<file path="src/rtl/serial_arith_pkg.sv">
// Shared encodings for the serial add/subtract datapath and its control FSM.
package serial_arith_pkg;

    localparam logic [1:0] ST_IDLE = 2'b00;
    localparam logic [1:0] ST_LOAD = 2'b01;
    localparam logic [1:0] ST_ADD  = 2'b10;
    localparam logic [1:0] ST_FIN  = 2'b11;

    localparam logic MODE_ADD = 1'b0;
    localparam logic MODE_SUB = 1'b1;

    typedef enum logic [1:0] {
        S_IDLE = ST_IDLE,
        S_LOAD = ST_LOAD,
        S_ADD  = ST_ADD,
        S_FIN  = ST_FIN
    } state_t;

endpackage

</file>
<file path="src/rtl/serial_fa_bit.sv">
// One-bit full adder with its carry flop; the carry is preset at the start
// of an operation (0 for add, 1 for subtract) and updated each enabled edge.
module serial_fa_bit (
    input  logic clk,
    input  logic rst_n,
    input  logic init,
    input  logic init_val,
    input  logic en,
    input  logic a,
    input  logic b,
    output logic sum,
    output logic cout,
    output logic cin_q
);

    assign sum  = a ^ b ^ cin_q;
    assign cout = (a & b) | (a & cin_q) | (b & cin_q);

    // carry register: preset on init, otherwise ripple one bit per enabled edge
    always_ff @(posedge clk or negedge rst_n) begin
        if (!rst_n)
            cin_q <= 1'b0;
        else if (init)
            cin_q <= init_val;
        else if (en)
            cin_q <= cout;
    end

endmodule

</file>
<file path="src/rtl/serial_addsub_unit.sv">
// Bit-serial adder/subtractor: operands captured on start, processed LSB
// first over exactly WIDTH cycles, result committed only on the final bit.
module serial_addsub_unit
    import serial_arith_pkg::*;
#(
    parameter int WIDTH = 8,
    parameter int CNT_W = $clog2(WIDTH)
) (
    input  logic             clk,
    input  logic             rst_n,
    input  logic             start,
    input  logic             mode,
    input  logic             abort,
    input  logic [WIDTH-1:0] a,
    input  logic [WIDTH-1:0] b,
    output logic             busy,
    output logic             done,
    output logic [WIDTH-1:0] result,
    output logic             carry_out,
    output logic             overflow
);

    localparam logic [CNT_W-1:0] TERM = CNT_W'(WIDTH - 1);

    state_t           state, state_nxt;
    logic [CNT_W-1:0] cnt;
    logic [WIDTH-1:0] a_lat, b_lat;
    logic             mode_lat;
    logic [WIDTH-1:0] a_sr, b_sr, res_sr;
    logic [WIDTH-1:0] res_nxt;
    logic             fa_sum, fa_cout, fa_cin;
    logic             add_en;

    assign add_en  = (state == S_ADD) && !abort;
    assign res_nxt = {fa_sum, res_sr[WIDTH-1:1]};

    serial_fa_bit u_fa (
        .clk      (clk),
        .rst_n    (rst_n),
        .init     (state == S_LOAD),
        .init_val (mode_lat),
        .en       (add_en),
        .a        (a_sr[0]),
        .b        (b_sr[0]),
        .sum      (fa_sum),
        .cout     (fa_cout),
        .cin_q    (fa_cin)
    );

    // state register
    always_ff @(posedge clk or negedge rst_n) begin
        if (!rst_n)
            state <= S_IDLE;
        else
            state <= state_nxt;
    end

    // next-state and handshake outputs; abort only matters while busy
    always_comb begin
        state_nxt = state;
        busy      = 1'b0;
        done      = 1'b0;
        case (state)
            S_IDLE: begin
                if (start)
                    state_nxt = S_LOAD;
            end
            S_LOAD: begin
                busy      = 1'b1;
                state_nxt = abort ? S_IDLE : S_ADD;
            end
            S_ADD: begin
                busy = 1'b1;
                if (abort)
                    state_nxt = S_IDLE;
                else if (cnt == TERM)
                    state_nxt = S_FIN;
            end
            S_FIN: begin
                done      = 1'b1;
                state_nxt = S_IDLE;
            end
            default: state_nxt = S_IDLE;
        endcase
    end

    // operand capture, shift registers, bit counter and committed results
    always_ff @(posedge clk or negedge rst_n) begin
        if (!rst_n) begin
            a_lat     <= '0;
            b_lat     <= '0;
            mode_lat  <= MODE_ADD;
            a_sr      <= '0;
            b_sr      <= '0;
            res_sr    <= '0;
            cnt       <= '0;
            result    <= '0;
            carry_out <= 1'b0;
            overflow  <= 1'b0;
        end else begin
            case (state)
                S_IDLE: begin
                    if (start) begin
                        a_lat    <= a;
                        b_lat    <= b;
                        mode_lat <= mode;
                    end
                end
                S_LOAD: begin
                    // subtract is a + ~b + 1; the +1 comes from the carry preset
                    a_sr <= a_lat;
                    b_sr <= b_lat ^ {WIDTH{mode_lat}};
                    cnt  <= '0;
                end
                S_ADD: begin
                    if (abort) begin
                        cnt <= '0;
                    end else begin
                        a_sr   <= a_sr >> 1;
                        b_sr   <= b_sr >> 1;
                        res_sr <= res_nxt;
                        if (cnt == TERM) begin
                            cnt       <= '0;
                            result    <= res_nxt;
                            carry_out <= fa_cout;
                            overflow  <= fa_cin ^ fa_cout;
                        end else begin
                            cnt <= cnt + CNT_W'(1);
                        end
                    end
                end
                default: ;
            endcase
        end
    end

endmodule

</file>
<file path="config.mk">
export PLATFORM = sky130hd
export DESIGN_NAME = serial_addsub_unit
export DESIGN_NICKNAME = d
export VERILOG_FILES = /design/src/rtl/serial_arith_pkg.sv /design/src/rtl/serial_fa_bit.sv /design/src/rtl/serial_addsub_unit.sv
export SDC_FILE = /design/constraint.sdc
export NUM_CORES = 1
export LEC_CHECK = 0
export ABC_AREA = 1
export CORE_MARGIN = 3
export CORE_UTILIZATION = 55
export DETAILED_ROUTE_END_ITERATION = 7
export HOLD_SLACK_MARGIN = 0.02
export PLACE_DENSITY = 0.79
export SLEW_MARGIN = 20
export SYNTH_ARGS = -nofsm -noshare
export SYNTH_HDL_FRONTEND = slang
export SYNTH_SLANG_ARGS = --single-unit
</file>
<file path="constraint.sdc">
create_clock -name clk -period 1.7 [get_ports clk]
set_clock_uncertainty 0.05 [all_clocks]
set_input_delay 0.17 -clock clk [delete_from_list [all_inputs] [get_ports clk]]
set_output_delay 0.17 -clock clk [all_outputs]
set_load 0.05 [all_outputs]
</file>
# ---- After elaboration in Yosys (flattened, before gate mapping)
# Cells that the tools add are included.
# Widths: inputs -> output; s select.
dict set report word_totals {
  out_inout_bits 12
  input_bits 21
  register_bits 57
}
dict set report op_classes {
  n_bitwise 10
  reduce_logical 11
  n_eq_ne 7
  n_mux 16
  add_sub_neg 1
}
# op count
set ops {}
lappend ops {{$pmux 8 s2} 2}
lappend ops {{$mux 8} 2}
lappend ops {{$mux 2} 4}
lappend ops {{$pmux 2 s4} 1}
lappend ops {{$reduce_and 2->1} 4}
lappend ops {{$xor 8x8->8} 1}
lappend ops {{$mux 3} 2}
lappend ops {{$pmux 3 s2} 1}
lappend ops {{$eq 2x2->1 const B} 2}
lappend ops {{$mux 1} 4}
lappend ops {{$ne 2x2->1 const B} 2}
lappend ops {{$reduce_bool 2->1} 2}
lappend ops {{$add 3x1->3 const B} 1}
lappend ops {{$and 1x1->1} 3}
lappend ops {{$eq 3x3->1 const B} 1}
lappend ops {{$ne 3x2->1 const B} 1}
lappend ops {{$reduce_and 3->1} 1}
lappend ops {{$xor 1x1->1} 3}
lappend ops {{$eq 2x1->1 const B} 1}
lappend ops {{$logic_not 2->1} 1}
lappend ops {{$or 1x1->1} 2}
lappend ops {{$reduce_or 2->1} 1}
lappend ops {{$logic_and 1x1->1} 1}
lappend ops {{$logic_not 1->1} 1}
lappend ops {{$not 1->1} 1}

# ---- Logic depth before layout (Yosys ltp)
dict set report depth {
  ltp_word 5
  ltp_mapped 10
  depth_no_buf 8
}

# ---- By module
# A second synthesis with hierarchy kept.
dict set report unflattened {
  cells_unflattened 312
  area_unflattened_um2 2632.5
}
# module cells_per_inst instances seq_area_each_um2 area_per_inst_um2
set modules_own_cells {}
lappend modules_own_cells {serial_addsub_unit 301 1 1376.3 2552.4}
lappend modules_own_cells {serial_fa_bit 11 1 25.0 80.1}

# ---- Worst setup path after synthesis
# No wires, ideal clock.
dict set report synth_path {
  kind {register to register}
  start {reg state[0]}
  end {reg a_sr[0]}
  path_stages_with_launch 11
  setup_ns 0.116
  t_arrival_ns 1.329
  path_slack_ns 0.204
  period_less_slack_ns 1.496
  required_ns 1.534
  path_cell_list {dfrtp_1 inv_1 ha_1 buf_6 inv_8 nand2_4 nand2_8 inv_8 buf_12 nand2_1 nand2_1}
}
dict set report synth_via {
  elab_chain_cells 3
  word_cells_on_any_way 6
}
# item line_no
set synth_lines {}
lappend synth_lines {{from (decl)} serial_addsub_unit.sv:25} ;# state_t state, state_nxt;
lappend synth_lines {{from (signal assigned)} serial_addsub_unit.sv:55} ;# state <= state_nxt;
lappend synth_lines {{$eq 2x2->1 or $eq 2x1->1 (tied branches)} serial_addsub_unit.sv:101} ;# case (state)
lappend synth_lines {{$ne 2x2->1 (no line) or $reduce_bool 2->1 (tied branches)} --}
lappend synth_lines {{$reduce_and 2->1 (no line)} --}
lappend synth_lines {{to (signal assigned)} serial_addsub_unit.sv:111} ;# a_sr <= a_lat;
lappend synth_lines {{to (signal assigned)} serial_addsub_unit.sv:119} ;# a_sr <= a_sr >> 1;
lappend synth_lines {{to (decl)} serial_addsub_unit.sv:29} ;# logic [WIDTH-1:0] a_sr, b_sr, res_sr;
# Parallel ways exist; a longest one is shown, timed or not.
# A chain may end at the register's enable or synchronous reset.

# ---- Worst setup path in the final report
dict set report layout_path {
  start {reg state[1]}
  end {out busy}
}
dict set report layout_via {
  elab_chain_cells 3
  word_cells_on_any_way 4
}
# item line_no
set layout_lines {}
lappend layout_lines {{$eq 2x2->1 or $eq 2x1->1 (tied branches)} serial_addsub_unit.sv:63} ;# case (state)
lappend layout_lines {{$reduce_or 2->1 (no line) *} --}
lappend layout_lines {{$mux 1 *} serial_addsub_unit.sv:63}
lappend layout_lines {{to (decl)} serial_addsub_unit.sv:16} ;# output logic busy,
# Mark *: on every way between the ends. The rest lies on a longest branch, timed or not.

==> impl_metrics.tcl <==
set metrics [dict create \
    final_cell_mix "nand2_1 (106), dfrtp_1 (56), inv_1 (33)" \
    ys_ff_latch 56 \
    powerDensity_nw_per_um2 1680 \
    cts_buffer_depth 2 \
    min_period_over_period_pct 95.8 \
    setup_violations 0 \
    tightest_slew_ns 0.486 \
    ys_warn_count 0 \
    syn_avg_cell_area_sq_um 8.71 \
    rsz0062_at_grt "true" \
    critPathMaxFanout 7 \
    multiInputGateArea_sq_um 1040 \
    yosysTopAreaCellShare_pct 52.6 \
    start_kind "flip-flop" \
    wl_per_cell_um 11.9 \
    clock-sinks 56 \
    hold_ws_ns 0.289 \
    cts-buffers-inserted 5 \
    diodes 0 \
    die_h_um 75.6 \
    start_util_pct 59.1 \
    io_buffers 32 \
    finalMaxSlewViolations 0 \
    stdcell_count 395 \
    io_pins 33 \
    dieArea_sq_um 5710 \
    vias_per_cell 4.96 \
    clockRootBuffer "clkbuf_8" \
    fillerInstances 358 \
    placedCellCount 386 \
    nets 371 \
    hold_viol 0 \
    worst_setup_path_end_kind "output pin" \
    yosysUniqueCellTypes 23 \
    grt_max_degree 34 \
    routed_wl_mm 4.69 \
    overflow 0 \
    vias 1958 \
    syn_inst 306 \
    layout_commonest_cell "nand2_1" \
    slew_headroom_pct 67.6 \
    grt_pass1_vias 1833 \
    detail_route.drc_violations 0 \
    clk_pin_slew_worst_paths_ns 0.10 \
    grt.total_usage_pct 18.3 \
    p_leak_uw 0.00161 \
    syn_to_final_growth_pct 17.2 \
    worstPathArrival_ns 1.41 \
    hp-class "in -> async" \
    r2r-end "a_sr[3]" \
    clock_latency_ns 0.31 \
    cts_setup_buffers 0 \
    cp.required_ns 1.48 \
    path_class "reg -> out" \
    rows 24 \
    dp_hpwl_mm 3.41 \
    synth_area_leader_cell "dfrtp_1" \
    grt_pass1_wl_mm 8.00 \
    ant_nets 0 \
    netlist_top_cells_area "dfrtp_1 (53%), nand2_1 (15%), inv_1 (4.7%), o21ai_0 (4.1%), ha_1 (3.3%)" \
    netlist_area_sq_um 2660 \
    drive_gt1_share_pct 13.7 \
    place.gp.congestion 0.817 \
    status "finished clean" \
    fp.dieW_um 75.6 \
    drt_first_pass_iters 5 \
    fin_crit_ns 1.63 \
    synth_nets 335 \
    drt_iter0_drc 105 \
    h-tree-depth 2 \
    fmax_ghz 0.614 \
    rr_startpoint "state[0]" \
    core_area_sq_um 4500 \
    worstRegToRegCells 8 \
    vdd_drop_max_v 0.000849 \
    ys_seq_area_share_pct 52.6 \
    rrSetupSlack_ns 0.14 \
    cts_tree "done" \
    seq_area_sq_um 1400 \
    drv_cap 0 \
    grt_antenna_before_repair 0 \
]
[metal layers]
metal,global-route usage [%],share of wire (%)
met5,0,0
met4,4.85,0.45
met3,4.88,4.8
met2,30.5,49
met1,23.8,46
[worst max-delay path: stages (launching register included)]
cell and delay, ns:
dfrtp_1 0.41, inv_1 0.10, ha_2 0.43, buf_12 0.16
[area by class of cell]
| type | count | area share, % |
|---|---|---|
| clock buffer | 6 | 2.32 |
| clock inverter | 2 | 0.521 |
| inverter | 36 | 4.81 |
| multi-input combinational | 204 | 33.3 |
| sequential | 56 | 44.9 |
| tap | 52 | 2.08 |
| timing repair buffer | 39 | 12.1 |
[stage by stage]
stage / cell area, sq um / total power [uW] / setup TNS [ns] / setup slack (ns) / utilization (%)
6_report: 3120 / 5230 / 0 / 0.0706 / 69.3
5_1_grt: 3120 / 5740 / -0.0374 / -0.0304 / 69.3
4_1_cts: 3120 / 5260 / 0 / 0.0268 / 69.2
3_5_place_dp: 3020 / 4530 / 0 / 0.0807 / 67.0
3_3_place_gp: 3020 / 4430 / 0 / 0.157 / 67.0
2_1_floorplan: 2660 / 3970 / 0 / 0.204 / -
[worst max-delay path by stage]
| stage | from | end | depth (start not counted) |
|---|---|---|---|
| 2_1_floorplan | state[0] | a_sr[0] | 10 |
| 3_3_place_gp | state[0] | a_sr[1] | 7 |
| 3_5_place_dp | state[0] | a_sr[1] | 8 |
| 4_1_cts | state[1] | busy | 3 |
| 5_1_grt | state[1] | busy | 3 |
| 6_report | state[1] | busy | 3 |
[flip-flops by register name (all words and copies together) (netlist names)]
name,count
res_sr,7
a_sr,8
result,8
overflow,1
cnt,3
b_sr,8
mode_lat,1
u_fa.cin_q,1
state,2
b_lat,8
carry_out,1
a_lat,8
[where the power goes]
part | total [uW] | internal, uW | switching [uW]
clock network | 727 | 294 | 433
registers | 2100 | 1820 | 285
logic | 2410 | 922 | 1480
[Yosys cell counts]
cell and count:
o21ai_0 22, nor2_8 1, nand2_1 106, inv_8 2, inv_1 33, nor2_1 19
o21ai_2 8, nand2_8 2, o21a_1 1, nand2_2 3, buf_4 1, inv_2 1
buf_12 1, nand3_1 14, a21oi_1 16, xnor2_1 2, dfrtp_1 56, buf_6 2
nand2_4 2, ha_1 7, clkbuf_1 1, buf_2 5, fa_1 1
[logic make-up after synthesis]
group	count (synthesis)	synth area share [%]
compound gates	47	10.1
xor+xnor	2	0.658
fa+ha+maj	8	4.04
buf+inv	46	8.60
flops	56	52.6
simple gates	147	24.0
[what timing repair did]
item / in CTS / in global routing
resized for setup: 0 / 2
hold buffers: 1 / 0
hold endpoints to repair: 19 / 0
endpoints found under the setup margin: 0 / 12
Note: power is estimated with default switching activity, not from simulation.
